--- src/rtl/game_pkg.sv ---
// Shared encodings and helpers for the game round controller and the
// downstream scoring stage.
package game_pkg;

   localparam int SCORE_W = 8;
   localparam int ID_W    = 3;
   localparam int CTRL_W  = 3;
   localparam int TIME_W  = 7;

   // Command word seen by the scoring / score RAM stage; 5..7 are never driven.
   typedef enum logic [CTRL_W-1:0] {
      IDLE   = 3'd0,
      NEW    = 3'd1,
      PLAY   = 3'd2,
      COMMIT = 3'd3,
      SHOW   = 3'd4
   } ctrl_t;

   typedef enum logic [2:0] {
      S_IDLE   = 3'd0,
      S_READY  = 3'd1,
      S_PLAY   = 3'd2,
      S_COMMIT = 3'd3,
      S_SHOW   = 3'd4
   } state_t;

   // Applies a hit and/or miss to the current score. The arithmetic is done
   // in a wide signed integer so neither the floor at 0 nor the ceiling at
   // maxScore can wrap.
   function automatic logic [SCORE_W-1:0] satScore(
      input logic [SCORE_W-1:0] cur,
      input logic               addHit,
      input logic               subMiss,
      input int                 hitPts,
      input int                 missPts,
      input int                 maxScore
   );
      int sum;
      sum = int'(cur);
      if (addHit)  sum = sum + hitPts;
      if (subMiss) sum = sum - missPts;
      if (sum < 0)        sum = 0;
      if (sum > maxScore) sum = maxScore;
      return SCORE_W'(sum);
   endfunction

endpackage

--- src/rtl/btn_pulse.sv ---
// Button conditioner: 2-flop synchronizer followed by a registered
// rising-edge detector. One press gives one single-cycle pulse, three clocks
// after the raw edge.
module btn_pulse (
   input  logic clk,
   input  logic rst,
   input  logic rawIn,
   output logic pulse
);

   logic [1:0] syncReg;
   logic       prevReg;
   logic [2:0] warmReg;

   // Synchronize the raw level; prevReg remembers the previous synced level.
   // warmReg holds off the detector until prevReg carries a real sample, so a
   // button held down through reset never looks like a fresh press.
   always_ff @(posedge clk or negedge rst) begin
      if (!rst) begin
         syncReg <= 2'b00;
         prevReg <= 1'b0;
         warmReg <= 3'b000;
         pulse   <= 1'b0;
      end else begin
         syncReg <= {syncReg[0], rawIn};
         prevReg <= syncReg[1];
         warmReg <= {warmReg[1:0], 1'b1};
         pulse   <= warmReg[2] & syncReg[1] & ~prevReg;
      end
   end

endmodule

--- src/rtl/game_score_ctrl.sv ---
// Timed game round controller: conditions the start/hit/miss buttons, runs
// the round timer, accumulates a saturating score and drives the command
// word, player identity and score to the downstream scoring stage.
module game_score_ctrl
   import game_pkg::*;
#(
   parameter int ROUND_SECS = 30,
   parameter int HIT_PTS    = 3,
   parameter int MISS_PTS   = 1,
   parameter int MAX_SCORE  = 99
) (
   input  logic               clk,
   input  logic               rst,
   input  logic               sec_tick,
   input  logic               start_btn,
   input  logic               hit_btn,
   input  logic               miss_btn,
   input  logic               login_valid,
   input  logic [ID_W-1:0]    login_id,
   input  logic               login_guest,
   output logic [CTRL_W-1:0]  controlSig,
   output logic               isGuest,
   output logic [ID_W-1:0]    intIDout,
   output logic [SCORE_W-1:0] score,
   output logic [TIME_W-1:0]  time_left
);

   localparam logic [TIME_W-1:0] ROUND_INIT = TIME_W'(ROUND_SECS);

   state_t     stateReg;
   logic [2:0] rawBtn;
   logic [2:0] btnPulse;
   logic       startP;
   logic       hitP;
   logic       missP;

   assign rawBtn = {miss_btn, hit_btn, start_btn};

   genvar gi;
   generate
      for (gi = 0; gi < 3; gi++) begin : gBtn
         btn_pulse uBtn (
            .clk   (clk),
            .rst   (rst),
            .rawIn (rawBtn[gi]),
            .pulse (btnPulse[gi])
         );
      end
   endgenerate

   assign startP = btnPulse[0];
   assign hitP   = btnPulse[1];
   assign missP  = btnPulse[2];

   // Round FSM with registered outputs. controlSig is loaded on the edge that
   // enters a state, so NEW and COMMIT each last exactly one cycle.
   always_ff @(posedge clk or negedge rst) begin
      if (!rst) begin
         stateReg   <= S_IDLE;
         controlSig <= IDLE;
         isGuest    <= 1'b0;
         intIDout   <= '0;
         score      <= '0;
         time_left  <= '0;
      end else begin
         case (stateReg)
            S_IDLE: begin
               controlSig <= IDLE;
               if (login_valid) begin
                  intIDout <= login_id;
                  isGuest  <= login_guest;
                  stateReg <= S_READY;
               end
            end

            S_READY: begin
               controlSig <= IDLE;
               if (login_valid) begin
                  intIDout <= login_id;
                  isGuest  <= login_guest;
               end
               if (startP) begin
                  score      <= '0;
                  time_left  <= ROUND_INIT;
                  controlSig <= NEW;
                  stateReg   <= S_PLAY;
               end
            end

            S_PLAY: begin
               controlSig <= PLAY;
               if (hitP || missP) begin
                  score <= satScore(score, hitP, missP, HIT_PTS, MISS_PTS, MAX_SCORE);
               end
               if (sec_tick) begin
                  if (time_left <= TIME_W'(1)) begin
                     time_left  <= '0;
                     controlSig <= COMMIT;
                     stateReg   <= S_COMMIT;
                  end else begin
                     time_left <= time_left - TIME_W'(1);
                  end
               end
            end

            S_COMMIT: begin
               controlSig <= SHOW;
               stateReg   <= S_SHOW;
            end

            S_SHOW: begin
               controlSig <= SHOW;
               if (login_valid) begin
                  intIDout   <= login_id;
                  isGuest    <= login_guest;
                  score      <= '0;
                  controlSig <= IDLE;
                  stateReg   <= S_READY;
               end else if (startP) begin
                  score      <= '0;
                  time_left  <= ROUND_INIT;
                  controlSig <= NEW;
                  stateReg   <= S_PLAY;
               end
            end

            default: begin
               controlSig <= IDLE;
               stateReg   <= S_IDLE;
            end
         endcase
      end
   end

endmodule
--- config.mk ---
export PLATFORM = sky130hd
export DESIGN_NAME = game_score_ctrl
export DESIGN_NICKNAME = d
export VERILOG_FILES = /design/src/rtl/game_pkg.sv /design/src/rtl/btn_pulse.sv /design/src/rtl/game_score_ctrl.sv
export SDC_FILE = /design/constraint.sdc
export NUM_CORES = 1
export LEC_CHECK = 0
export BUFFER_PORTS_ARGS = -buffer_cell sky130_fd_sc_hd__clkbuf_2
export CAP_MARGIN = 0
export CELL_PAD_IN_SITES_DETAIL_PLACEMENT = 1
export CELL_PAD_IN_SITES_GLOBAL_PLACEMENT = 2
export CORE_UTILIZATION = 39
export CTS_CLUSTER_DIAMETER = 30
export DETAILED_ROUTE_END_ITERATION = 10
export GPL_TIMING_DRIVEN = 0
export PLACE_DENSITY_LB_ADDON = 0.15
export RECOVER_POWER = 25
export SYNTH_ARGS = -nofsm -noshare
export SYNTH_HDL_FRONTEND = slang
export SYNTH_SLANG_ARGS = --single-unit
--- constraint.sdc ---
create_clock -name clk -period 6.07 [get_ports clk]
set_input_delay 0.607 -clock clk [delete_from_list [all_inputs] [get_ports clk]]
set_output_delay 0.607 -clock clk [all_outputs]
set_load 0.005 [all_outputs]
==> metrics.txt, run 1 <==
status=finished, violations left; failing checks=capacitance limit, slew limit; pwr dens=355 nW/um^2; WP data arrival=3460 ps; skew final=11.6 ps; VDD IR max=0.168 mV; most frequent cells in the layout=40 x dfrtp_1, 31 x clkbuf_2, 24 x nand2_1; post-cts hold buffer count=0; leak pwr=0.00116 uW; CTS buffer count=5; Max-Cap Viols=1; fin util=47.7%; share of cells above drive strength 1=24.3%; drt first pass iters=4; final setup TNS=0 ps; Post-synth EDFFs=0; Post-Syn Instances=228; DR vias/cell=5.40; Final setup viols=0; max frequency=305 MHz; largest net degree at the start of global routing=41; vias in the first global route=1,906; largest area contributor in the netlist=dfrtp_1; worst setup margin=2790 ps; crit path capture type=register; YS warnings=0; CTS tree=yes; fin nets=283; antenna violations before repair=0; synthesized area=2290 sq um; CP Data Required Time=6250 ps; Die W=78.7 microns; DP HPWL=4.19 mm; register area share after synthesis=43.6%; Worst-path clk slew=80 ps; Final Cycle Share=54.0%; Mapped Nets=244; Port-buffer cells=32; Resized Gates After CTS=0; crit path launch type=register; GR Util All Layers=20.1%; post-route ant nets=0; ys flop type=dfrtp_1; root buf cell=clkbuf_8; Layout Cells excl Fill=340; dpl ws=2810 ps; aggregate routed wire length=5.59 mm; Total Power=944 uW; H-tree lvl count=2; ANT cells=0; #FFs+latches synth=40; Slew @ Worst Pin=2080 ps; Area growth syn-to-layout=15.9%; delay of the slowest cell on the worst path=400 ps; Total Die Area=6190 sq um; die height=78.7 microns; hold crit path type=reg2reg; Max Slew Vio Count=41; Synth top area share=43.6%; CORE AREA=5570 sq um; asr flop ratio synth=100%; Initial Utilization=41.2%; global placer's final weighted congestion=0.738; DRT iter0 DRCs=56; # clock sinks=40; post-CTS setup buffer count=0; crit-path cells=buf_6 -> inv_1 -> ha_1 -> and2b_1 -> xnor2_2 -> nand4_1 -> nor3_1 -> ha_1 -> nand2_1 -> o22ai_1 -> nand2_1 -> mux2_1 -> o32a_1; Hold Fails Final Rpt=0; Unique masters post-synth=59; placement row count=27; Routed wire per std cell=16.4 microns; slowest CP cell=dfrtp_1; I/O pin cnt=33; total vias in the final route=1,836; most common cell after layout, fill and taps aside=dfrtp_1; Remaining DRCs=0; latest clock arrival within the worst-skew pair=300 ps; peak fanout along the critical path=9; Avg Inst Size Synth=10.1 sq um; post-placement cell count=332; synth top area cells=dfrtp_1 44%, nand2_1 3.9%, nor2_1 3.1%; Crit Path Category=reg2reg; clk buf depth=2; post-route minimum period=3280 ps; Congestion Overflow GR=0; RSZ-0062 raised after global routing=no; first-pass GRT wire length=9.54 mm; Slew HR=-38.4%
==> final cells by class <==
cell class	count	area, sq um
timing repair buffer	32	159
fill	681	2920
tap	72	90.1
buffer	10	65.1
multi-input combinational	171	1200
inverter	7	26.3
clock buffer	5	68.8
clock inverter	3	46.3
sequential	40	1000
==> cell usage after synthesis, types with 2 or more instances <==
cell type	n
a21oi_1	4
a22o_1	4
and2_1	3
and3_1	5
buf_4	3
buf_6	2
clkbuf_1	4
dfrtp_1	40
ha_1	5
inv_1	7
mux2_1	2
mux2_2	4
mux2i_1	3
nand2_1	24
nand2b_1	3
nand3_1	5
nand4_1	5
nand4b_1	2
nor2_1	19
nor2b_1	3
nor3_1	4
nor3_2	2
nor4_1	2
o211ai_1	4
o21a_1	2
o21ai_0	11
o21bai_1	2
o22ai_1	3
o311a_1	2
o31ai_1	6
xnor2_1	8
xnor2_2	3
xor2_1	6
==> critical path: cells and delay by family, from the launching register on <==
family          cells  cell delay (ps)
compound gates      2              550
xor+xnor            1              260
fa+ha+maj           2              430
buf+inv             2              240
flops               1              400
mux                 1              360
simple gates        5              940
==> where the power goes <==
part	total [uW]	switching, uW	internal [uW]
clock	224	99.8	124
combinational	369	209	161
sequential	351	39.6	311
==> routing by layer <==
metal | GRT usage (%) | part of all wire, % | vias up
met4 | 5.74 | 1.1 | 0
met5 | 0 | 0 | -
met1 | 26.6 | 47 | 924
met2 | 33.8 | 50 | 18
met3 | 3.45 | 1.7 | 5
li1 | - | - | 889
==> flip-flops by register name, indices dropped and copies added (netlist names) <==
signal,count
score,8
isGuest,1
stateReg,3
intIDout,3
gBtn.uBtn.pulse,3
gBtn.uBtn.prevReg,3
controlSig,3
time_left,7
gBtn.uBtn.warmReg,3
gBtn.uBtn.syncReg,6
==> through the flow <==
stage	instance area, sq um	hold WS [ps]
after floorplan	2290	311
after global placement	2540	333
after detailed placement	2540	336
after CTS	2660	356
after global routing	2660	360
final	2660	353
==> path summary, 6_finish.rpt <==
kind | start | end | slack (ps) | cells after the start
hold / removal | gBtn[2].uBtn.warmReg[1] | gBtn[0].uBtn.warmReg[2] | 350 | 0
max in group asynchronous | rst | gBtn[0].uBtn.warmReg[2] | 3980 | 1
setup / recovery | score[0] | score[1] | 2790 | 13
min in group asynchronous | rst | time_left[3] | 890 | 1
hold reg to reg | gBtn[2].uBtn.warmReg[1] | gBtn[0].uBtn.warmReg[2] | 350 | 0
setup reg to reg | score[0] | score[1] | 2790 | 13
==> cells by family after synthesis <==
family	share of synthesized area (%)
AOI/OAI and AO/OA	16.9
xor gates and xnor gates	8.18
DFF	43.6
muxes	4.25
other	0.163
and+or+nand+nor	20.2
buffers and inverters	3.98
adders and majority gates	2.73
Note: power is estimated with default switching activity, not from simulation.
==> inputs of run 2 (changes only) <==
--- a/config.mk
+++ b/config.mk
@@ -9,7 +9,7 @@
 export CAP_MARGIN = 0
 export CELL_PAD_IN_SITES_DETAIL_PLACEMENT = 1
 export CELL_PAD_IN_SITES_GLOBAL_PLACEMENT = 2
-export CORE_UTILIZATION = 39
+export CORE_UTILIZATION = 33
 export CTS_CLUSTER_DIAMETER = 30
 export DETAILED_ROUTE_END_ITERATION = 10
 export GPL_TIMING_DRIVEN = 0
==> constraint.sdc (replaced) <==
create_clock -name clk -period 2.65 [get_ports clk]
set_input_delay 0.265 -clock clk [delete_from_list [all_inputs] [get_ports clk]]
set_output_delay 0.265 -clock clk [all_outputs]
set_load 0.005 [all_outputs]
==> run 2 against run 1 <==
Against the previous run:
- first-iteration DRC count down 7.1%
- critical path depth fell by 1
- largest power group unchanged
- critical path type unchanged
- largest cell class unchanged
- the flow still finishes with violations (capacitance limit, slew limit)
- worst hold slack lost 280 ps
- highest routed layer unchanged
==> metrics.txt, run 2 (synthesis results as in run 1) <==
first-pass GRT wire length=9.65 mm (+1.2%); Congestion Overflow GR=0 (unchanged); Slew @ Worst Pin=2210 ps (+130 ps); Worst R2R Setup Slack=40 ps (-2750 ps); post-route minimum period=2610 ps (-666 ps); most common cell after layout, fill and taps aside=dfrtp_1; CTS buffer count=5 (unchanged); Area growth syn-to-layout=26.0%; failing checks=capacitance limit, slew limit; peak fanout along the critical path=5 (-4); CTS tree=yes; drt first pass iters=4 (unchanged); I/O pin cnt=33 (unchanged); Routed wire per std cell=16.0 microns (-2.4%); total vias in the final route=1,878 (+2.3%); # clock sinks=40 (unchanged); leak pwr=0.00126 uW (+8.4%); most frequent cells in the layout=38 x dfrtp_1, 31 x clkbuf_2, 22 x nand2_1; Max Slew Vio Count=41 (unchanged); Worst-path clk slew=90 ps (about the same); max frequency=382 MHz (+25%); Top Registers=score: 8 flops, time_left: 7 flops, gBtn.uBtn.syncReg: 6 flops; Slew HR=-47.1% (-8.7 points); latest clock arrival within the worst-skew pair=300 ps (about the same); pwr dens=790 nW/um^2 (+120%); Max-Cap Viols=1 (unchanged); share of cells above drive strength 1=35.1% (+11 points); Remaining DRCs=0 (unchanged); status=finished, violations left; Total Die Area=7290 sq um (+18%); WP data arrival=2810 ps (-650 ps); VDD IR max=0.346 mV (+110%); CP Data Required Time=2840 ps (-3410 ps); DRT iter0 DRCs=52 (-7.1%); die height=85.4 microns (+8.5%); clk buf depth=2 (unchanged); ANT cells=0 (unchanged); crit path launch type=register; antenna violations before repair=0 (unchanged); largest net degree at the start of global routing=41 (unchanged); post-cts hold buffer count=0 (unchanged); fin nets=294 (+3.9%); fin util=42.8% (-4.9 points); Final setup viols=0 (unchanged); DP HPWL=3.99 mm (-4.8%); max reg flops=8 (unchanged); Initial Utilization=34.0% (-7.2 points); Total Power=2280 uW (+140%); GR Util All Layers=17.1% (-3.0 points); aggregate routed wire length=5.76 mm (+3.1%); crit-path cells=inv_4 -> ha_4 -> nand2b_4 -> buf_4 -> nor3_2 -> inv_1 -> ha_1 -> nand2_2 -> o22ai_4 -> nand2b_1 -> mux2_4 -> o32a_1; H-tree lvl count=2 (unchanged); delay of the slowest cell on the worst path=430 ps (+30 ps); Die W=85.4 microns (+8.5%); vias in the first global route=1,852 (-2.8%); slowest CP cell=dfrtp_1; skew final=8.01 ps (-3.61 ps); Crit Path Category=reg2reg; Hold Slack=69.3 ps (-284 ps); Port-buffer cells=32 (unchanged); CORE AREA=6760 sq um (+21%); hold crit path type=in2reg; Final Cycle Share=98.7% (+45 points); post-route ant nets=0 (unchanged); DR vias/cell=5.23 (-3.1%); root buf cell=clkbuf_8; global placer's final weighted congestion=0.750 (+1.6%); Largest Register=score; crit path capture type=register; Hold Fails Final Rpt=0 (unchanged); placement row count=30 (+11%); RSZ-0062 raised after global routing=yes
[run 2: cell types whose count changed in the layout (fill, tap and decap cells not counted), sizes merged]
cell    before  now
buf          6   18
clkbuf      41   40
[run 2: area by class of cell]
class,instances,area [sq um]
Buffer,8,50.0
Clock inverter,3,46.3
Sequential cell,40,1000
Fill cell,778,3870
Multi-Input combinational cell,171,1340
Clock buffer,5,68.8
Timing Repair Buffer,45,256
Tap cell,80,100
Inverter,7,28.8
[run 2: worst max-delay path: cells and delay by family, from the launching register on]
kind / cells / cell delay (ps)
fa+ha+maj: 2 / 460
simple gates: 4 / 610
buf+inv: 3 / 280
mux: 1 / 300
compound gates: 2 / 420
flops: 1 / 430
[run 2: path summary, 6_finish.rpt]
kind	from	to	cells after the start
worst min-delay path	start_btn	gBtn[0].uBtn.syncReg[0]	1
worst min register to register	gBtn[2].uBtn.syncReg[0]	gBtn[2].uBtn.syncReg[1]	0
max in group asynchronous	rst	gBtn[1].uBtn.pulse	1
min in group asynchronous	rst	score[6]	1
worst max register to register	score[0]	score[1]	12
worst max-delay path	score[0]	score[1]	12
[run 2: power by group]
| part | internal (uW) | total [uW] | switching (uW) |
|---|---|---|---|
| Sequential | 712 | 818 | 106 |
| Clock | 284 | 523 | 240 |
| Combinational | 440 | 943 | 502 |
| Total | 1440 | 2280 | 848 |
[run 2: timing repair]
action,4_1_cts,5_1_grt
pin swaps,7,4
setup endpoints to repair,7,7
resized for setup,7,14
setup buffers,7,6
[run 2: routing by layer]
metal  vias to the layer above  GRT usage [%]  share of wire, %
met5                         -              0                 0
met4                         0           5.61               1.4
met3                         8           3.31               2.4
met2                        29           27.6                49
met1                       930           23.2                47
li1                        911              -                 -
[run 2: per-stage QoR]
stage / instances / area [sq um] / setup TNS [ps] / setup slack, ps
6_report: 359 / 2890 / 0 / 35.4
5_1_grt: 359 / 2890 / -777 / -156
4_1_cts: 354 / 2800 / 0 / 9.02
3_5_place_dp: 340 / 2590 / -2570 / -477
3_3_place_gp: 340 / 2590 / -2430 / -416
2_1_floorplan: 228 / 2330 / 0 / 27.4
==> inputs of run 3 (changes only) <==
--- a/config.mk
+++ b/config.mk
@@ -15,6 +15,7 @@
 export GPL_TIMING_DRIVEN = 0
 export PLACE_DENSITY_LB_ADDON = 0.15
 export RECOVER_POWER = 25
+export REMOVE_ABC_BUFFERS = 1
 export SYNTH_ARGS = -nofsm -noshare
 export SYNTH_HDL_FRONTEND = slang
 export SYNTH_SLANG_ARGS = --single-unit
==> run 3 against run 2 <==
Against the previous run:
- the flow still finishes with violations (capacitance limit, slew limit)
- critical endpoint unchanged
- critical path type unchanged
- register-to-register slack better by 40 ps
- largest cell class unchanged
- design area fell by 1.8%
- power shrank 1.7%
==> metrics.txt, run 3 (synthesis results as in run 1) <==
Slew @ Worst Pin=2200 ps (-6.82 ps); drt first pass iters=5 (+1); final setup TNS=0 ps (unchanged); root buf cell=clkbuf_8; Worst-path clk slew=90 ps (about the same); status=finished, violations left; pwr dens=791 nW/um^2 (about the same); RSZ-0062 raised after global routing=yes; Largest Register=score; DRT iter0 DRCs=36 (-31%); Max-Cap Viols=1 (unchanged); CORE AREA=6760 sq um (unchanged); post-cts hold buffer count=0 (unchanged); Hold Path End=gBtn[0].uBtn.syncReg[0]; Slew HR=-46.6% (+0.45 points); CTS buffer count=5 (unchanged); DP HPWL=3.97 mm (-0.37%); # clock sinks=40 (unchanged); Hold Fails Final Rpt=0 (unchanged); WHS Path Cells=1 (unchanged); Area growth syn-to-layout=23.7%; VDD IR max=0.399 mV (+15%); leak pwr=0.00124 uW (-2.0%); skew final=12.9 ps (+4.93 ps); WP data arrival=2750 ps (-60 ps); max reg flops=8 (unchanged); first-pass GRT wire length=10.1 mm (+5.0%); ANT cells=0 (unchanged); clk buf depth=2 (unchanged); most frequent cells in the layout=34 x dfrtp_1, 30 x clkbuf_2, 24 x nand2_1; max frequency=389 MHz (+1.7%); hold crit path type=in2reg; placement row count=30 (unchanged); Crit Path Category=reg2reg; GR Util All Layers=17.8% (+0.71 points); delay of the slowest cell on the worst path=420 ps (about the same); DR vias/cell=5.32 (+1.7%); Routed wire per std cell=16.1 microns (about the same); worst reg-to-reg path cell count=12 (unchanged); Max Slew Vio Count=41 (unchanged); post-route ant nets=0 (unchanged); Port-buffer cells=32 (unchanged); most common cell after layout, fill and taps aside=dfrtp_1; post-route minimum period=2570 ps (-44.9 ps); fin nets=294 (unchanged); Reg2Reg Launch Point=score[0]; crit path buf inv count=1 (-2); Crit Reg-Reg Endpoint=score[1]; latest clock arrival within the worst-skew pair=300 ps (about the same); antenna violations before repair=0 (unchanged); CP Data Required Time=2830 ps (about the same); Remaining DRCs=0 (unchanged); cell family with most CP delay=simple AND/OR/NAND/NOR gates; vias in the first global route=2,047 (+11%); die height=85.4 microns (unchanged); Final setup viols=0 (unchanged); Top Registers=score: 8 flops, time_left: 7 flops, gBtn.uBtn.syncReg: 6 flops; CTS tree=yes; Congestion Overflow GR=0 (unchanged); Initial Utilization=34.0% (unchanged); slowest CP cell=dfrtp_2; total vias in the final route=1,910 (+1.7%); Total Power=2250 uW (-1.7%); crit-path cells=inv_2 -> ha_4 -> and2b_2 -> xnor2_2 -> nand4_1 -> nor3_2 -> ha_1 -> nand2_1 -> o22ai_2 -> nand2b_1 -> mux2_4 -> o32a_1; crit path capture type=register; Worst Hold Launch=start_btn; share of cells above drive strength 1=35.1% (unchanged); Hold Slack=66.8 ps (-2.49 ps); failing checks=capacitance limit, slew limit; H-tree lvl count=2 (unchanged); largest net degree at the start of global routing=41 (unchanged); I/O pin cnt=33 (unchanged); global placer's final weighted congestion=0.726 (-3.3%); Worst R2R Setup Slack=80 ps (+40 ps); Final Cycle Share=97.0% (-1.7 points); aggregate routed wire length=5.77 mm (about the same); peak fanout along the critical path=3 (-2); Total Die Area=7290 sq um (unchanged); Die W=85.4 microns (unchanged); crit path launch type=register
==> run 3: area by class of cell <==
type | count | area, sq um
Multi-Input combinational cell | 171 | 1270
Timing Repair Buffer | 53 | 315
Inverter | 7 | 26.3
Clock buffer | 5 | 68.8
Sequential cell | 40 | 1010
Tap cell | 80 | 100
Clock inverter | 3 | 46.3
Fill cell | 803 | 3920
==> run 3: worst reg2reg max path, delay by kind of cell (launching register included) <==
family | cells | cell delay [ps]
compound gates | 2 | 460
xor+xnor | 1 | 180
fa+ha+maj | 2 | 280
buf+inv | 1 | 80
flops | 1 | 420
mux | 1 | 300
simple gates | 5 | 720
==> run 3: worst max-delay path by stage <==
stage,from,to,slack [ps],cells past startpoint
global route,score[0],score[2],-90,13
finish,score[0],score[1],80,12
CTS,score[0],score[4],20,13
detailed placement,score[0],score[1],-850,12
floorplan,score[0],score[1],-260,12
global placement,score[0],score[1],-820,12
==> run 3: stage by stage <==
| stage | utilization [%] | instance area [sq um] | cells | worst slack, ps |
|---|---|---|---|---|
| after floorplan | - | 2230 | 218 | -261 |
| after global placement | 36.9 | 2490 | 330 | -823 |
| after detailed placement | 36.9 | 2490 | 330 | -851 |
| after CTS | 41.0 | 2770 | 352 | 17.9 |
| after global routing | 42.0 | 2840 | 359 | -89.8 |
| final | 42.0 | 2840 | 359 | 80.3 |
==> run 3: what timing repair did <==
| item | 4_1_cts | 5_1_grt |
|---|---|---|
| buffers inserted | 14 | 7 |
| endpoints found under the setup margin | 7 | 7 |
| pin swaps | 13 | 8 |
| cloned | 0 | 0 |
| resized for setup | 19 | 5 |
==> run 3: power breakdown <==
group | leakage, uW | internal, uW | switching [uW]
sequential | 0.000485 | 716 | 164
combinational | 0.000698 | 431 | 423
clock | 0.0000548 | 284 | 229
total | 0.00124 | 1430 | 816
==> run 3: routing by layer <==
metal  part of all wire (%)  track usage [%]  vias to the layer above
li1                       -                -                      911
met1                     45             23.7                      951
met2                     50             29.5                       40
met3                    3.3             3.02                        8
met4                    1.3             6.21                        0
met5                      0                0                        -
